==> src/rtl/mem_arbiter.sv <==
// Two-port round-robin arbiter and sequencer for a single-port synchronous memory.
// Serialises port 0/1 reads and writes and returns read data with a one-cycle ack.
module mem_arbiter #(
  parameter int unsigned AW       = 12,
  parameter int unsigned DW       = 16,
  parameter int unsigned READ_LAT = 1
) (
  input  logic          clk,
  input  logic          rst_n,
  input  logic          req0,
  input  logic          req1,
  input  logic          we0,
  input  logic          we1,
  input  logic [AW-1:0] addr0,
  input  logic [AW-1:0] addr1,
  input  logic [DW-1:0] wdata0,
  input  logic [DW-1:0] wdata1,
  output logic          ack0,
  output logic          ack1,
  output logic [DW-1:0] rdata0,
  output logic [DW-1:0] rdata1,
  output logic          busy,
  output logic [AW-1:0] mem_adress,
  output logic          mem_write,
  output logic [DW-1:0] mem_indata,
  input  logic [DW-1:0] mem_outdata
);

  typedef enum logic [1:0] {StIdle, StAccess, StRwait, StDone} state_e;

  state_e        state_q, state_d;
  logic          last_q, last_d;
  logic          we_q, we_d;
  logic [2:0]    cnt_q, cnt_d;
  logic [AW-1:0] adress_q, adress_d;
  logic [DW-1:0] indata_q, indata_d;
  logic          write_q, write_d;
  logic          ack0_q, ack0_d;
  logic          ack1_q, ack1_d;
  logic          busy_q, busy_d;
  logic [DW-1:0] rdata0_q, rdata0_d;
  logic [DW-1:0] rdata1_q, rdata1_d;
  logic          gnt;

  always_comb begin
    state_d  = state_q;
    last_d   = last_q;
    we_d     = we_q;
    cnt_d    = cnt_q;
    adress_d = adress_q;
    indata_d = indata_q;
    write_d  = 1'b0;
    ack0_d   = 1'b0;
    ack1_d   = 1'b0;
    rdata0_d = rdata0_q;
    rdata1_d = rdata1_q;
    gnt      = 1'b0;

    unique case (state_q)
      StIdle: begin
        if (req0 || req1) begin
          // On a tie the port not served last wins; last_q doubles as the current grant.
          gnt      = (req0 && req1) ? ~last_q : req1;
          last_d   = gnt;
          we_d     = gnt ? we1 : we0;
          adress_d = gnt ? addr1 : addr0;
          indata_d = gnt ? wdata1 : wdata0;
          write_d  = gnt ? we1 : we0;
          state_d  = StAccess;
        end
      end
      StAccess: begin
        if (we_q) begin
          ack0_d  = ~last_q;
          ack1_d  = last_q;
          state_d = StDone;
        end else begin
          cnt_d   = 3'(READ_LAT);
          state_d = StRwait;
        end
      end
      StRwait: begin
        cnt_d = cnt_q - 3'd1;
        if (cnt_q == 3'd1) begin
          if (last_q) rdata1_d = mem_outdata;
          else        rdata0_d = mem_outdata;
          ack0_d  = ~last_q;
          ack1_d  = last_q;
          state_d = StDone;
        end
      end
      StDone: state_d = StIdle;
      default: state_d = StIdle;
    endcase

    busy_d = (state_d != StIdle);
  end

  always_ff @(posedge clk) begin
    if (!rst_n) begin
      state_q  <= StIdle;
      last_q   <= 1'b1;
      we_q     <= 1'b0;
      cnt_q    <= 3'd0;
      adress_q <= '0;
      indata_q <= '0;
      write_q  <= 1'b0;
      ack0_q   <= 1'b0;
      ack1_q   <= 1'b0;
      busy_q   <= 1'b0;
      rdata0_q <= '0;
      rdata1_q <= '0;
    end else begin
      state_q  <= state_d;
      last_q   <= last_d;
      we_q     <= we_d;
      cnt_q    <= cnt_d;
      adress_q <= adress_d;
      indata_q <= indata_d;
      write_q  <= write_d;
      ack0_q   <= ack0_d;
      ack1_q   <= ack1_d;
      busy_q   <= busy_d;
      rdata0_q <= rdata0_d;
      rdata1_q <= rdata1_d;
    end
  end

  assign ack0       = ack0_q;
  assign ack1       = ack1_q;
  assign rdata0     = rdata0_q;
  assign rdata1     = rdata1_q;
  assign busy       = busy_q;
  assign mem_adress = adress_q;
  assign mem_write  = write_q;
  assign mem_indata = indata_q;

endmodule

==> config.mk <==
export PLATFORM = sky130hd
export DESIGN_NAME = mem_arbiter
export DESIGN_NICKNAME = d
export VERILOG_FILES = /design/src/rtl/mem_arbiter.sv
export SDC_FILE = /design/constraint.sdc
export NUM_CORES = 1
export LEC_CHECK = 0
export ABC_AREA = 1
export CORE_MARGIN = 4
export CORE_UTILIZATION = 25
export CTS_CLUSTER_DIAMETER = 120
export CTS_CLUSTER_SIZE = 8
export DETAILED_ROUTE_END_ITERATION = 6
export GPL_TIMING_DRIVEN = 0
export PLACE_DENSITY_LB_ADDON = 0.3
export SLEW_MARGIN = 5
export SYNTH_ARGS = -nofsm -noshare
export SYNTH_HDL_FRONTEND = slang
export SYNTH_SLANG_ARGS = --single-unit
==> constraint.sdc <==
create_clock -name clk -period 1.2 [get_ports clk]
set_input_delay 0.18 -clock clk [delete_from_list [all_inputs] [get_ports clk]]
set_output_delay 0.18 -clock clk [all_outputs]
set_load 0.02 [all_outputs]
## Yosys cells after proc, flatten, opt, wreduce, memory -nomap -nowiden

Cells that the tools add are included.

| storage, ports and cells | value |
|---|---|
| flip-flop bits (word level) | 71 |
| input port bits | 78 |
| output and inout port bits | 64 |
| word-level logic and storage cells | 45 |

| operators by class | value |
|---|---|
| add/subtract/negate cells | 1 |
| equality and inequality tests | 5 |
| mux-type cells | 16 |
| bitwise operators | 1 |
| reduce and logical (&&, ||, !) cells | 10 |

Operators with widths:

| kind | count |
|---|---|
| 16-bit two-way mux | 1 |
| 12-bit two-way mux | 1 |
| 3-bit AND reduction | 3 |
| 2-bit case mux with 4 select lines | 1 |
| 1-bit two-way mux | 7 |
| 3-bit case mux with 2 select lines | 1 |
| 2-bit equality test (second input constant) | 2 |
| 2-bit two-way mux | 2 |
| 1-bit case mux with 2 select lines | 2 |
| 2-bit AND reduction | 2 |
| 2-bit nonzero test | 2 |
| 3-bit by 1-bit equality test with 1-bit output (second input constant) | 1 |
| 3-bit two-way mux | 1 |
| 3-bit by 1-bit subtractor with 3-bit output (second input constant) | 1 |
| 2-bit by 1-bit equality test with 1-bit output (second input constant) | 1 |
| 2-bit zero test | 1 |
| 2-bit != test (second input constant) | 1 |
| 1-bit logical AND | 1 |
| 1-bit logical OR | 1 |
| 1-bit NOT | 1 |

## Logic depth before layout (Yosys ltp)

Gate-level depths: netlist of the first run.

| depth | value |
|---|---|
| depth in word-level cells | 4 |
| mapped depth | 9 |
| depth with buffers taken out | 8 |

## Worst setup path before layout of the first run

No wires, ideal clock.

| timing | value |
|---|---|
| kind | register -> register |
| from | reg state_q[0] |
| to | reg adress_q[10], in the netlist mem_adress[10] |
| library setup time | 0.117 ns |
| data arrival time | 1.230 ns |
| data required time | 1.083 ns |
| setup slack | -0.147 ns |
| stages on the path, launching flop included | 9 |
| path buffers | 2 |
| cell sequence | dfxtp_1 -> inv_1 -> ha_1 -> inv_1 -> nor2_2 -> buf_4 -> clkbuf_2 -> o21ai_0 -> nor2_1 |

| on the way | value |
|---|---|
| longest elaborated chain between the ends | 2 |

RTL lines:

| what | line | RTL |
|---|---|---|
| start: declaration | 31 | `state_e state_q, state_d;` |
| start signal: assignment | 101 | `state_q <= StIdle;` |
| start signal: assignment | 114 | `state_q <= state_d;` |
| 2-bit zero test | 59 | `unique case (state_q)` |
| 2-bit AND reduction (no line) | - |  |
| end signal: assignment | 118 | `adress_q <= adress_d;` |
| end: declaration | 35 | `logic [AW-1:0] adress_q, adress_d;` |

Every way passes these cells.
A chain may end at the register's enable or synchronous reset.

## Final worst setup path of the first run

| timing | value |
|---|---|
| from | reg state_q[0] |
| to | reg adress_q[11], in the netlist mem_adress[11] |

The elaborated chain is that of the path after synthesis.

==> run_summary.xml, run 1 <==
<?xml version="1.0" encoding="UTF-8"?>
<metrics>
  <group name="run_status">
    <metric name="outcome" unit="">complete, but fails checks</metric>
    <metric name="failing_checks" unit="">setup timing</metric>
  </group>
  <group name="route">
    <metric name="firstDrtPassIters" unit="">6</metric>
    <metric name="postRouteAntennaNets" unit="">0</metric>
    <metric name="detail_route.iter0.violations" unit="">125</metric>
    <metric name="detailroute.via_count" unit="">3689</metric>
    <metric name="route.detailed.vias_per_inst" unit="">4.46</metric>
    <metric name="drc_errors" unit="">0</metric>
    <metric name="totalWireLength" unit="µm">11700</metric>
    <metric name="routed_wire_length_per_instance" unit="µm">14.1</metric>
  </group>
  <group name="floorplan">
    <metric name="die_span_y" unit="µm">122</metric>
    <metric name="chipWidth" unit="µm">122</metric>
    <metric name="initial_core_util" unit="%">25.6</metric>
    <metric name="placementRows" unit="">41</metric>
    <metric name="core_area" unit="µm²">12700</metric>
    <metric name="die-area" unit="µm²">14900</metric>
    <metric name="count_of_pins_on_the_block_boundary" unit="">142</metric>
  </group>
  <group name="timing">
    <metric name="timing_max_transition_violations_final" unit="">0</metric>
    <metric name="fmax" unit="MHz">731</metric>
    <metric name="maxSlewHeadroom" unit="%">66.9</metric>
    <metric name="fin_ws" unit="ns">-0.168</metric>
    <metric name="final_period_minus_worst_setup_slack" unit="ns">1.37</metric>
    <metric name="setup-tns-final" unit="ns">-7.47</metric>
    <metric name="timing.final.hold_violations" unit="">0</metric>
    <metric name="setup_viol_count_final" unit="">67</metric>
    <metric name="rsz_0062_raised_after_global_routing" unit="">true</metric>
    <metric name="min_period_over_period" unit="%">114</metric>
    <metric name="setup_skew_after_layout" unit="ns">0.00538</metric>
    <metric name="worst-slew-pin-transition" unit="ns">0.496</metric>
  </group>
  <group name="clock_network">
    <metric name="clock_tree.root_cell" unit="">sky130_fd_sc_hd__clkbuf_16</metric>
    <metric name="cts.sink_count" unit="">71</metric>
    <metric name="cts_buffers" unit="">9</metric>
    <metric name="post_cts_hold_buffer_count" unit="">0</metric>
    <metric name="clock_path_buffers" unit="">2</metric>
    <metric name="h_tree_levels" unit="">3</metric>
    <metric name="clock_insertion_delay_worst_skew" unit="ns">0.33</metric>
    <metric name="cts_clk_pin_slew_worst_paths" unit="ns">0.06</metric>
    <metric name="cts_tree" unit="">done</metric>
  </group>
  <group name="grt">
    <metric name="wire_length_of_the_first_global_routing_pass" unit="µm">18400</metric>
    <metric name="grt_max_degree" unit="">12</metric>
    <metric name="number_of_antenna_violations_at_the_first_check_in_global_routing" unit="">0</metric>
    <metric name="global_route_congestion_overflow_total" unit="">0</metric>
    <metric name="grt_pass1_vias" unit="">3732</metric>
    <metric name="gr-usage-all-layers" unit="%">15.7</metric>
  </group>
  <group name="logic_synthesis">
    <metric name="syn-mean-instance-area" unit="µm²">6.75</metric>
    <metric name="synthesis.instances" unit="">480</metric>
    <metric name="synth_fp_nets" unit="">563</metric>
    <metric name="synth_adder_area_share" unit="%">1.93</metric>
    <metric name="synthesis.area" unit="µm²">3240</metric>
    <metric name="combinational_family_with_the_most_area_after_synthesis" unit="">simple AND/OR/NAND/NOR gates</metric>
    <metric name="postSynthRegisterBits" unit="">71</metric>
    <metric name="muxShareOfSynthArea" unit="%">0</metric>
    <metric name="synth_xor_xnor_area_share" unit="%">0</metric>
    <metric name="synth-compound-area-share" unit="%">10.5</metric>
    <metric name="simple_gate_area_share_of_the_yosys_netlist" unit="%">33.5</metric>
    <metric name="ys_seq_area_share" unit="%">43.8</metric>
    <metric name="yosys.cell_types.count" unit="">22</metric>
    <metric name="total_number_of_yosys_warnings" unit="">0</metric>
  </group>
  <group name="finish">
    <metric name="final_nets" unit="">735</metric>
    <metric name="share_of_cells_above_drive_strength_1" unit="%">31.3</metric>
    <metric name="layout.cells.non_filler" unit="">828</metric>
    <metric name="utilization_after_layout" unit="%">45.8</metric>
    <metric name="layout.cells.most_common" unit="">sky130_fd_sc_hd__nor2_1</metric>
    <metric name="areaGrowthSynthToFinish" unit="%">78.8</metric>
    <metric name="postLayoutCellArea" unit="µm²">5800</metric>
    <metric name="final_cell_mix" unit="">sky130_fd_sc_hd__nor2_1 (91), sky130_fd_sc_hd__nand2_1 (77), sky130_fd_sc_hd__clkdlybuf4s50_1 (75)</metric>
    <metric name="antenna_cells_inserted" unit="">0</metric>
  </group>
  <group name="critical_path">
    <metric name="required" unit="ns">1.42</metric>
    <metric name="critical_path.reg2reg.startpoint" unit="">state_q[0]$_SDFF_PN0_</metric>
    <metric name="critical_path_class" unit="">flop to flop</metric>
    <metric name="r2r_end" unit="">mem_adress[11]$_SDFFE_PN0P_</metric>
    <metric name="arrival_time_of_the_worst_setup_path" unit="ns">1.59</metric>
    <metric name="worst-r2r-setup-slack" unit="ns">-0.17</metric>
    <metric name="worstSetupStartpointType" unit="">flop</metric>
    <metric name="worst_setup_ep_type" unit="">flop</metric>
    <metric name="worstRegToRegCells" unit="">10</metric>
    <metric name="path_max_fanout" unit="">6</metric>
  </group>
  <group name="power">
    <metric name="power.total" unit="mW">12.2</metric>
    <metric name="worst_ir_drop_vdd" unit="V">0.00115</metric>
    <metric name="leakagePower" unit="nW">2.60</metric>
    <metric name="total_power_density_per_cell_area" unit="nW/µm²">2100</metric>
  </group>
  <group name="min_path">
    <metric name="worst_hold_path.endpoint" unit="">we_q$_SDFFE_PN0P_</metric>
    <metric name="min_from" unit="">req1</metric>
    <metric name="hold_path_depth" unit="">4</metric>
    <metric name="holdCritPathClass" unit="">primary input to flop</metric>
  </group>
  <group name="placed_design">
    <metric name="numPortBuffers" unit="">140</metric>
    <metric name="gp_congestion" unit="">0.804</metric>
    <metric name="placedInstanceArea" unit="µm²">4950</metric>
    <metric name="hpwl" unit="µm">8200</metric>
    <metric name="place.detailed.instances" unit="">792</metric>
  </group>
  <group name="flow_run">
    <metric name="maxCapViolations" unit="">0</metric>
  </group>
</metrics>
==> worst max-delay path by stage <==
stage	startpoint	to	slack [ns]
final	state_q[0]$_SDFF_PN0_	mem_adress[11]$_SDFFE_PN0P_	-0.17
after global routing	state_q[0]$_SDFF_PN0_	mem_indata[1]$_SDFFE_PN0P_	-0.24
after CTS	state_q[0]$_SDFF_PN0_	mem_adress[11]$_SDFFE_PN0P_	-0.18
after detailed placement	rst_n	mem_indata[15]$_SDFFE_PN0P_	-0.62
after global placement	rst_n	mem_indata[15]$_SDFFE_PN0P_	-0.57
after floorplan	cnt_q[1]$_SDFFE_PN0P_	rdata1[10]$_SDFFE_PN0P_	-0.05
==> power by group <==
part,internal [mW],switching [mW]
Combinational,2.64,3.31
Clock,1.83,1.00
Sequential,3.00,0.433
==> layout make-up <==
class / count / area [µm²]
Fill cell: 1307 / 6870
Clock buffer: 13 / 280
Clock inverter: 2 / 37.5
Timing Repair Buffer: 163 / 1490
Buffer: 28 / 270
Sequential cell: 71 / 1430
Multi-Input combinational cell: 332 / 1890
Tap cell: 172 / 215
Inverter: 47 / 181
==> per-stage QoR <==
stage | hold slack (ns) | setup slack, ns
final | 0.242 | -0.168
after global routing | 0.273 | -0.236
after CTS | 0.281 | -0.176
after detailed placement | 0.452 | -0.625
after global placement | 0.452 | -0.573
after floorplan | 0.296 | -0.0522
==> cell families (layout without fill, tap and decap cells) <==
family,after synthesis,count (layout)
buf+inv,77,253
compound gates,62,62
flops,71,71
fa+ha+maj,5,5
simple gates,265,265
==> flip-flops by register name, summed over array words and instances (netlist names) <==
register and count:
rdata1 16, mem_write 1, ack1 1, busy 1, mem_adress 12, ack0 1, rdata0 16, cnt_q 3
state_q 2, we_q 1, mem_indata 16, last_q 1
==> timing repair <==
item | 4_1_cts | 5_1_grt
pin swaps | 25 | 21
setup buffers | 17 | 3
gates cloned | 5 | 0
resized for setup | 177 | 140
setup endpoints to repair | 128 | 118
==> critical path, cell delays in order, from the launching register on <==
cell                      delay, ns
sky130_fd_sc_hd__dfxtp_4       0.35
sky130_fd_sc_hd__inv_4         0.07
sky130_fd_sc_hd__ha_4          0.15
sky130_fd_sc_hd__inv_4         0.04
sky130_fd_sc_hd__nor2_4        0.08
sky130_fd_sc_hd__buf_6         0.13
sky130_fd_sc_hd__buf_12        0.12
sky130_fd_sc_hd__buf_8         0.12
sky130_fd_sc_hd__nand2_1       0.06
sky130_fd_sc_hd__nor2_1        0.09
sky130_fd_sc_hd__nor2_1        0.05
==> routing by layer <==
layer | share of wire (%) | GRT usage, % | wire length [µm] | vias up
met5 | 0 | 0 | 0 | -
met4 | 2.0 | 5.46 | 236 | 0
met3 | 8.8 | 5.66 | 1040 | 15
met2 | 47 | 25.7 | 5500 | 127
met1 | 42 | 19.0 | 4930 | 1691
li1 | - | - | - | 1856
==> synthesized netlist by cell type <==
library cell | number | area [µm²]
sky130_fd_sc_hd__buf_6 | 2 | 22.5
sky130_fd_sc_hd__nor2_2 | 3 | 18.8
sky130_fd_sc_hd__nand2_1 | 113 | 424
sky130_fd_sc_hd__clkbuf_2 | 1 | 5.00
sky130_fd_sc_hd__nand4_1 | 18 | 113
sky130_fd_sc_hd__buf_1 | 1 | 3.75
sky130_fd_sc_hd__nand3_2 | 1 | 10.0
sky130_fd_sc_hd__nor2_1 | 111 | 417
sky130_fd_sc_hd__inv_1 | 47 | 176
sky130_fd_sc_hd__dfxtp_1 | 71 | 1420
sky130_fd_sc_hd__nand3b_1 | 1 | 7.51
sky130_fd_sc_hd__nand3_1 | 17 | 85.1
sky130_fd_sc_hd__o211ai_1 | 1 | 7.51
sky130_fd_sc_hd__nand2_4 | 1 | 11.3
sky130_fd_sc_hd__buf_2 | 12 | 60.1
sky130_fd_sc_hd__a21oi_1 | 21 | 105
sky130_fd_sc_hd__a21boi_0 | 3 | 22.5
sky130_fd_sc_hd__o21ai_0 | 29 | 145
sky130_fd_sc_hd__buf_4 | 3 | 22.5
sky130_fd_sc_hd__a21boi_1 | 8 | 60.1
sky130_fd_sc_hd__clkbuf_1 | 11 | 41.3
sky130_fd_sc_hd__ha_1 | 5 | 62.6
Note: power is estimated with default switching activity, not from simulation.
==> run 2: changes to the inputs <==
--- a/config.mk
+++ b/config.mk
@@ -11,6 +11,7 @@
 export CTS_CLUSTER_DIAMETER = 120
 export CTS_CLUSTER_SIZE = 8
 export DETAILED_ROUTE_END_ITERATION = 6
+export DONT_BUFFER_PORTS = 1
 export GPL_TIMING_DRIVEN = 0
 export PLACE_DENSITY_LB_ADDON = 0.3
 export SLEW_MARGIN = 5
==> run_summary.xml, run 2 (synthesis gave the netlist of run 1 again) <==
<?xml version="1.0" encoding="UTF-8"?>
<metrics>
  <group name="route">
    <metric name="routed_wire_length_per_instance" unit="µm">15.8</metric>
    <metric name="detailroute.via_count" unit="">3240</metric>
    <metric name="totalWireLength" unit="µm">11200</metric>
    <metric name="firstDrtPassIters" unit="">4</metric>
    <metric name="detail_route.iter0.violations" unit="">148</metric>
    <metric name="route.detailed.vias_per_inst" unit="">4.56</metric>
    <metric name="postRouteAntennaNets" unit="">0</metric>
    <metric name="drc_errors" unit="">0</metric>
  </group>
  <group name="run_status">
    <metric name="outcome" unit="">complete, but fails checks</metric>
    <metric name="failing_checks" unit="">setup timing</metric>
  </group>
  <group name="critical_path">
    <metric name="arrival_time_of_the_worst_setup_path" unit="ns">1.63</metric>
    <metric name="worstRegToRegCells" unit="">10</metric>
    <metric name="worst-r2r-setup-slack" unit="ns">-0.20</metric>
    <metric name="largest_stage_delay_on_the_critical_path" unit="ns">0.33</metric>
    <metric name="worstSetupStartpointType" unit="">flop</metric>
    <metric name="worst_setup_ep_type" unit="">flop</metric>
    <metric name="crit_path_cell_trace" unit="">inv_2 -&gt; ha_4 -&gt; inv_4 -&gt; nor2_4 -&gt; buf_6 -&gt; buf_12 -&gt; buf_8 -&gt; nand2_2 -&gt; nor2_2 -&gt; nor2_1</metric>
    <metric name="critical_path.reg2reg.startpoint" unit="">state_q[1]$_SDFF_PN0_</metric>
    <metric name="required" unit="ns">1.43</metric>
    <metric name="critical-path-slowest-cell" unit="">sky130_fd_sc_hd__dfxtp_2</metric>
    <metric name="path_max_fanout" unit="">5</metric>
    <metric name="r2r_end" unit="">mem_indata[8]$_SDFFE_PN0P_</metric>
    <metric name="critical_path_class" unit="">flop to flop</metric>
  </group>
  <group name="finish">
    <metric name="layout.cells.most_common" unit="">sky130_fd_sc_hd__nor2_1</metric>
    <metric name="final_nets" unit="">619</metric>
    <metric name="share_of_cells_above_drive_strength_1" unit="%">28.2</metric>
    <metric name="utilization_after_layout" unit="%">37.4</metric>
    <metric name="antenna_cells_inserted" unit="">0</metric>
    <metric name="areaGrowthSynthToFinish" unit="%">46.1</metric>
    <metric name="final_cell_mix" unit="">sky130_fd_sc_hd__nor2_1 (94), sky130_fd_sc_hd__nand2_1 (86), sky130_fd_sc_hd__dfxtp_1 (66)</metric>
  </group>
  <group name="timing">
    <metric name="final_period_minus_worst_setup_slack" unit="ns">1.40</metric>
    <metric name="timing_max_transition_violations_final" unit="">0</metric>
    <metric name="rsz_0062_raised_after_global_routing" unit="">true</metric>
    <metric name="timing.final.hold_violations" unit="">0</metric>
    <metric name="fmax" unit="MHz">716</metric>
    <metric name="setup_viol_count_final" unit="">64</metric>
    <metric name="worst-slew-pin-transition" unit="ns">0.657</metric>
    <metric name="fin_ws" unit="ns">-0.197</metric>
    <metric name="setup_skew_after_layout" unit="ns">0.00730</metric>
    <metric name="min_period_over_period" unit="%">116</metric>
    <metric name="maxSlewHeadroom" unit="%">56.2</metric>
  </group>
  <group name="clock_network">
    <metric name="cts.sink_count" unit="">71</metric>
    <metric name="clock_tree.root_cell" unit="">sky130_fd_sc_hd__clkbuf_16</metric>
    <metric name="cts_tree" unit="">done</metric>
    <metric name="cts_clk_pin_slew_worst_paths" unit="ns">0.06</metric>
    <metric name="clock_insertion_delay_worst_skew" unit="ns">0.34</metric>
    <metric name="clock_path_buffers" unit="">2</metric>
    <metric name="h_tree_levels" unit="">3</metric>
    <metric name="cts_buffers" unit="">9</metric>
  </group>
  <group name="grt">
    <metric name="global_route_congestion_overflow_total" unit="">0</metric>
    <metric name="wire_length_of_the_first_global_routing_pass" unit="µm">17200</metric>
    <metric name="grt_pass1_vias" unit="">3305</metric>
    <metric name="grt_max_degree" unit="">12</metric>
    <metric name="number_of_antenna_violations_at_the_first_check_in_global_routing" unit="">0</metric>
    <metric name="gr-usage-all-layers" unit="%">15.0</metric>
  </group>
  <group name="power">
    <metric name="leakagePower" unit="nW">2.10</metric>
    <metric name="total_power_density_per_cell_area" unit="nW/µm²">2520</metric>
    <metric name="power.total" unit="mW">12.0</metric>
    <metric name="worst_ir_drop_vdd" unit="V">0.00137</metric>
  </group>
  <group name="flow_run">
    <metric name="maxCapViolations" unit="">0</metric>
  </group>
  <group name="placed_design">
    <metric name="gp_congestion" unit="">0.752</metric>
    <metric name="numPortBuffers" unit="">0</metric>
    <metric name="hpwl" unit="µm">7530</metric>
  </group>
  <group name="min_path">
    <metric name="worst_hold_path.endpoint" unit="">rdata0[5]$_SDFFE_PN0P_</metric>
    <metric name="holdCritPathClass" unit="">primary input to flop</metric>
    <metric name="min_from" unit="">mem_outdata[5]</metric>
    <metric name="hold_path_depth" unit="">2</metric>
  </group>
  <group name="floorplan">
    <metric name="die_span_y" unit="µm">122</metric>
    <metric name="placementRows" unit="">41</metric>
    <metric name="die-area" unit="µm²">14900</metric>
    <metric name="initial_core_util" unit="%">25.6</metric>
    <metric name="core_area" unit="µm²">12700</metric>
    <metric name="chipWidth" unit="µm">122</metric>
    <metric name="count_of_pins_on_the_block_boundary" unit="">142</metric>
  </group>
</metrics>
run 2: cell count changes in the layout (fill, tap and decap cells not counted), moves of 9 or more:
| cell | previous run | this run |
|---|---|---|
| sky130_fd_sc_hd__clkbuf_2 | 37 | 0 |
| sky130_fd_sc_hd__clkdlybuf4s50_1 | 75 | 0 |
| sky130_fd_sc_hd__nand2_1 | 77 | 86 |
| sky130_fd_sc_hd__dlygate4sd3_1 | 0 | 16 |
| sky130_fd_sc_hd__clkdlybuf4s15_1 | 21 | 0 |
run 2: critical path: cells and delay by family, from the launching register on:
family,cells,cell delay (ns)
adders and majority gates,1,0.16
DFF,1,0.33
and+or+nand+nor,4,0.30
buffers and inverters,5,0.51
run 2: layout make-up:
type	instances	area, µm²
Inverter	47	181
Sequential cell	71	1430
Fill cell	1336	7940
Timing Repair Buffer	46	508
Multi-Input combinational cell	332	1790
Clock inverter	3	67.6
Clock buffer	11	253
Tap cell	172	215
Buffer	29	293
run 2: timing repair:
action | in CTS | in global routing
hold endpoints to repair | 16 | 0
buffers inserted | 17 | 6
hold buffers | 16 | 0
setup endpoints to repair | 66 | 69
cloned | 5 | 3
pin swaps | 23 | 38
resized for setup | 59 | 60
run 2: stage by stage:
step | hold slack, ns | area, µm² | setup slack [ns] | instances | setup TNS, ns
2_1_floorplan | 0.296 | 3340 | -0.0522 | 480 | -0.572
3_3_place_gp | 0.300 | 3550 | -0.246 | 652 | -11.49
3_5_place_dp | 0.307 | 3550 | -0.255 | 652 | -12.71
4_1_cts | 0.00218 | 4480 | -0.139 | 704 | -5.92
5_1_grt | 0.00493 | 4740 | -0.267 | 711 | -13.04
6_report | 0.0132 | 4740 | -0.197 | 711 | -7.98
run 2: metal layers:
layer	vias to the layer above	routed length, µm	track usage (%)
li1	1615	-	-
met1	1475	4580	17.2
met2	136	5240	24.7
met3	14	1230	7.06
met4	0	165	5.11
met5	-	0	0
run 2: worst max-delay path by stage:
stage / startpoint / endpoint / slack [ns] / cells past startpoint
5_1_grt: state_q[1]$_SDFF_PN0_ / mem_indata[8]$_SDFFE_PN0P_ / -0.27 / 10
6_report: state_q[1]$_SDFF_PN0_ / mem_indata[8]$_SDFFE_PN0P_ / -0.20 / 10
2_1_floorplan: cnt_q[1]$_SDFFE_PN0P_ / rdata1[10]$_SDFFE_PN0P_ / -0.05 / 7
3_3_place_gp: state_q[0]$_SDFF_PN0_ / mem_adress[10]$_SDFFE_PN0P_ / -0.25 / 8
3_5_place_dp: state_q[0]$_SDFF_PN0_ / mem_adress[10]$_SDFFE_PN0P_ / -0.26 / 8
4_1_cts: state_q[0]$_SDFF_PN0_ / mem_indata[6]$_SDFFE_PN0P_ / -0.14 / 9
run 2: report_power, final:
group	leakage (nW)	internal (mW)	switching, mW
Clock	0.154	1.91	1.01
Sequential	0.583	2.99	1.11
Combinational	1.36	2.38	2.55
Total	2.10	7.28	4.67
==> run 3: changes to the inputs <==
--- a/config.mk
+++ b/config.mk
@@ -13,7 +13,6 @@
 export DETAILED_ROUTE_END_ITERATION = 6
 export DONT_BUFFER_PORTS = 1
 export GPL_TIMING_DRIVEN = 0
-export PLACE_DENSITY_LB_ADDON = 0.3
 export SLEW_MARGIN = 5
 export SYNTH_ARGS = -nofsm -noshare
 export SYNTH_HDL_FRONTEND = slang
==> run_summary.xml, run 3 (synthesis gave the netlist of run 1 again) <==
<?xml version="1.0" encoding="UTF-8"?>
<metrics>
  <group name="run_status">
    <metric name="outcome" unit="">complete, but fails checks</metric>
    <metric name="failing_checks" unit="">setup timing</metric>
  </group>
  <group name="critical_path">
    <metric name="worstRegToRegCells" unit="">9</metric>
    <metric name="arrival_time_of_the_worst_setup_path" unit="ns">1.54</metric>
    <metric name="worstPathBufferInverterCount" unit="">4</metric>
    <metric name="critical_path.reg2reg.startpoint" unit="">state_q[0]$_SDFF_PN0_</metric>
    <metric name="largest_stage_delay_on_the_critical_path" unit="ns">0.35</metric>
    <metric name="worst_setup_ep_type" unit="">flop</metric>
    <metric name="required" unit="ns">1.42</metric>
    <metric name="worst_path_dominant_cell_family" unit="">buffers and inverters</metric>
    <metric name="critical_path_class" unit="">flop to flop</metric>
    <metric name="critical_path.startpoint" unit="">state_q[0]$_SDFF_PN0_</metric>
    <metric name="r2r_end" unit="">mem_adress[3]$_SDFFE_PN0P_</metric>
    <metric name="path_depth" unit="">9</metric>
    <metric name="crit_path_end" unit="">mem_adress[3]$_SDFFE_PN0P_</metric>
    <metric name="worstSetupStartpointType" unit="">flop</metric>
    <metric name="path_max_fanout" unit="">9</metric>
    <metric name="critical-path-slowest-cell" unit="">sky130_fd_sc_hd__dfxtp_4</metric>
    <metric name="crit_path_cell_trace" unit="">inv_4 -&gt; ha_4 -&gt; inv_4 -&gt; nor2_4 -&gt; buf_12 -&gt; clkbuf_16 -&gt; nand2_1 -&gt; nor2_1 -&gt; nor2_1</metric>
    <metric name="worst-r2r-setup-slack" unit="ns">-0.12</metric>
  </group>
  <group name="timing">
    <metric name="setup_viol_count_final" unit="">63</metric>
    <metric name="setup_skew_after_layout" unit="ns">0.00433</metric>
    <metric name="setup-tns-final" unit="ns">-3.96</metric>
    <metric name="final_period_minus_worst_setup_slack" unit="ns">1.32</metric>
    <metric name="maxSlewHeadroom" unit="%">52.4</metric>
    <metric name="timing_max_transition_violations_final" unit="">0</metric>
    <metric name="timing.final.hold_violations" unit="">0</metric>
    <metric name="worst-slew-pin-transition" unit="ns">0.714</metric>
    <metric name="worst_hold_slack" unit="ns">0.0127</metric>
    <metric name="rsz_0062_raised_after_global_routing" unit="">true</metric>
    <metric name="fin_ws" unit="ns">-0.125</metric>
    <metric name="min_period_over_period" unit="%">110</metric>
    <metric name="fmax" unit="MHz">755</metric>
  </group>
  <group name="finish">
    <metric name="antenna_cells_inserted" unit="">0</metric>
    <metric name="final_nets" unit="">609</metric>
    <metric name="utilization_after_layout" unit="%">37.2</metric>
    <metric name="share_of_cells_above_drive_strength_1" unit="%">28.8</metric>
    <metric name="final_cell_mix" unit="">sky130_fd_sc_hd__nor2_1 (95), sky130_fd_sc_hd__nand2_1 (69), sky130_fd_sc_hd__dfxtp_1 (66)</metric>
    <metric name="areaGrowthSynthToFinish" unit="%">45.4</metric>
    <metric name="layout.cells.most_common" unit="">sky130_fd_sc_hd__nor2_1</metric>
    <metric name="layout.cells.non_filler" unit="">703</metric>
  </group>
  <group name="route">
    <metric name="routed_wire_length_per_instance" unit="µm">16.2</metric>
    <metric name="postRouteAntennaNets" unit="">0</metric>
    <metric name="drc_errors" unit="">0</metric>
    <metric name="route.detailed.vias_per_inst" unit="">4.69</metric>
    <metric name="firstDrtPassIters" unit="">7</metric>
    <metric name="totalWireLength" unit="µm">11400</metric>
    <metric name="detailroute.via_count" unit="">3297</metric>
    <metric name="detail_route.iter0.violations" unit="">138</metric>
  </group>
  <group name="placed_design">
    <metric name="numPortBuffers" unit="">0</metric>
    <metric name="gp_congestion" unit="">0.819</metric>
    <metric name="hpwl" unit="µm">7660</metric>
    <metric name="dpl_worst_slack" unit="ns">-0.334</metric>
    <metric name="place.detailed.instances" unit="">652</metric>
  </group>
  <group name="power">
    <metric name="cell_internal_pwr" unit="mW">7.29</metric>
    <metric name="combPwrFrac" unit="%">37.4</metric>
    <metric name="leakagePower" unit="nW">2.05</metric>
    <metric name="worst_ir_drop_vdd" unit="V">0.00156</metric>
    <metric name="total_power_density_per_cell_area" unit="nW/µm²">2510</metric>
    <metric name="net-switching-power" unit="mW">4.53</metric>
    <metric name="swShare" unit="%">38.3</metric>
    <metric name="power_frac_seq" unit="%">35.0</metric>
    <metric name="clock_power_share" unit="%">27.6</metric>
  </group>
  <group name="grt">
    <metric name="gr-usage-all-layers" unit="%">14.6</metric>
    <metric name="number_of_antenna_violations_at_the_first_check_in_global_routing" unit="">0</metric>
    <metric name="global_route_congestion_overflow_total" unit="">0</metric>
    <metric name="wire_length_of_the_first_global_routing_pass" unit="µm">16800</metric>
    <metric name="grt_max_degree" unit="">13</metric>
    <metric name="grt_pass1_vias" unit="">3212</metric>
  </group>
  <group name="clock_network">
    <metric name="cts.sink_count" unit="">71</metric>
    <metric name="clock_insertion_delay_worst_skew" unit="ns">0.33</metric>
    <metric name="h_tree_levels" unit="">3</metric>
    <metric name="clock_path_buffers" unit="">2</metric>
    <metric name="cts_buffers" unit="">9</metric>
    <metric name="cts_clk_pin_slew_worst_paths" unit="ns">0.06</metric>
    <metric name="cts_tree" unit="">done</metric>
    <metric name="clock_tree.root_cell" unit="">sky130_fd_sc_hd__clkbuf_16</metric>
  </group>
  <group name="floorplan">
    <metric name="initial_core_util" unit="%">25.6</metric>
    <metric name="chipWidth" unit="µm">122</metric>
    <metric name="die-area" unit="µm²">14900</metric>
    <metric name="placementRows" unit="">41</metric>
    <metric name="core_area" unit="µm²">12700</metric>
    <metric name="count_of_pins_on_the_block_boundary" unit="">142</metric>
    <metric name="die_span_y" unit="µm">122</metric>
  </group>
  <group name="min_path">
    <metric name="holdCritPathClass" unit="">primary input to flop</metric>
  </group>
  <group name="flow_run">
    <metric name="maxCapViolations" unit="">0</metric>
  </group>
</metrics>
==> run 3: changes by cell type in the layout (fill, tap and decap cells not counted), moves of 3 or more <==
cell | before | now
sky130_fd_sc_hd__nand2_2 | 24 | 33
sky130_fd_sc_hd__nand2_1 | 86 | 69
sky130_fd_sc_hd__a21oi_2 | 11 | 14
sky130_fd_sc_hd__buf_4 | 17 | 10
sky130_fd_sc_hd__nand2_4 | 4 | 12
sky130_fd_sc_hd__o21ai_1 | 11 | 20
sky130_fd_sc_hd__a21oi_1 | 10 | 7
sky130_fd_sc_hd__o21ai_2 | 10 | 1
==> run 3: worst register-to-register path, cell delays in order (launching register included) <==
cell	delay, ns
sky130_fd_sc_hd__dfxtp_4	0.35
sky130_fd_sc_hd__inv_4	0.07
sky130_fd_sc_hd__ha_4	0.15
sky130_fd_sc_hd__inv_4	0.04
sky130_fd_sc_hd__nor2_4	0.10
sky130_fd_sc_hd__buf_12	0.16
sky130_fd_sc_hd__clkbuf_16	0.15
sky130_fd_sc_hd__nand2_1	0.05
sky130_fd_sc_hd__nor2_1	0.10
sky130_fd_sc_hd__nor2_1	0.06
==> run 3: layer usage <==
| metal | wire length (µm) | global-route usage, % | vias to the layer above | part of all wire (%) |
|---|---|---|---|---|
| met4 | 126 | 3.36 | 0 | 1.1 |
| li1 | - | - | 1596 | - |
| met5 | 0 | 0 | - | 0 |
| met1 | 4410 | 17.1 | 1512 | 39 |
| met2 | 5500 | 24.6 | 177 | 48 |
| met3 | 1380 | 6.36 | 12 | 12 |
==> run 3: metrics by stage <==
step / area (µm²) / total power [mW]
after floorplan: 3340 / 6.32
after global routing: 4710 / 12.6
after CTS: 4320 / 11.2
after detailed placement: 3550 / 7.14
final: 4710 / 11.8
after global placement: 3550 / 7.04
==> run 3: final cells by class <==
type / count / area, µm²
repair buffers: 36 / 418
well taps: 172 / 215
inverters: 47 / 181
multi-input cells: 332 / 1830
clock buffers: 10 / 229
fillers: 1290 / 7960
plain buffers: 29 / 278
clock inverters: 6 / 133
flip-flops and latches: 71 / 1430
==> run 3: power by group through the flow <==
stage	Clock (mW)	Combinational [mW]	Sequential, mW
after floorplan	0	2.36	3.96
after global placement	0	2.88	4.16
after detailed placement	0	2.99	4.15
after CTS	3.33	3.75	4.14
after global routing	3.44	4.91	4.22
final	3.26	4.43	4.14
==> run 3: what timing repair did <==
| item | CTS | global route |
|---|---|---|
| gates resized for setup | 46 | 90 |
| cloned | 3 | 3 |
| endpoints found under the hold margin | 16 | 1 |
| hold buffers | 15 | 1 |
| endpoints found under the setup margin | 67 | 66 |
| buffers inserted | 10 | 4 |
| pin swaps | 15 | 28 |
==> run 3: how the worst min path moves through the flow <==
stage                                    endpoint            start  depth (start not counted)
after detailed placement   rdata1[6]$_SDFFE_PN0P_   mem_outdata[6]                          2
after global routing       rdata1[1]$_SDFFE_PN0P_   mem_outdata[1]                          2
after CTS                 rdata1[13]$_SDFFE_PN0P_  mem_outdata[13]                          2
after floorplan           rdata1[10]$_SDFFE_PN0P_  mem_outdata[10]                          2
final                      rdata1[1]$_SDFFE_PN0P_   mem_outdata[1]                          2
after global placement    rdata1[10]$_SDFFE_PN0P_  mem_outdata[10]                          2
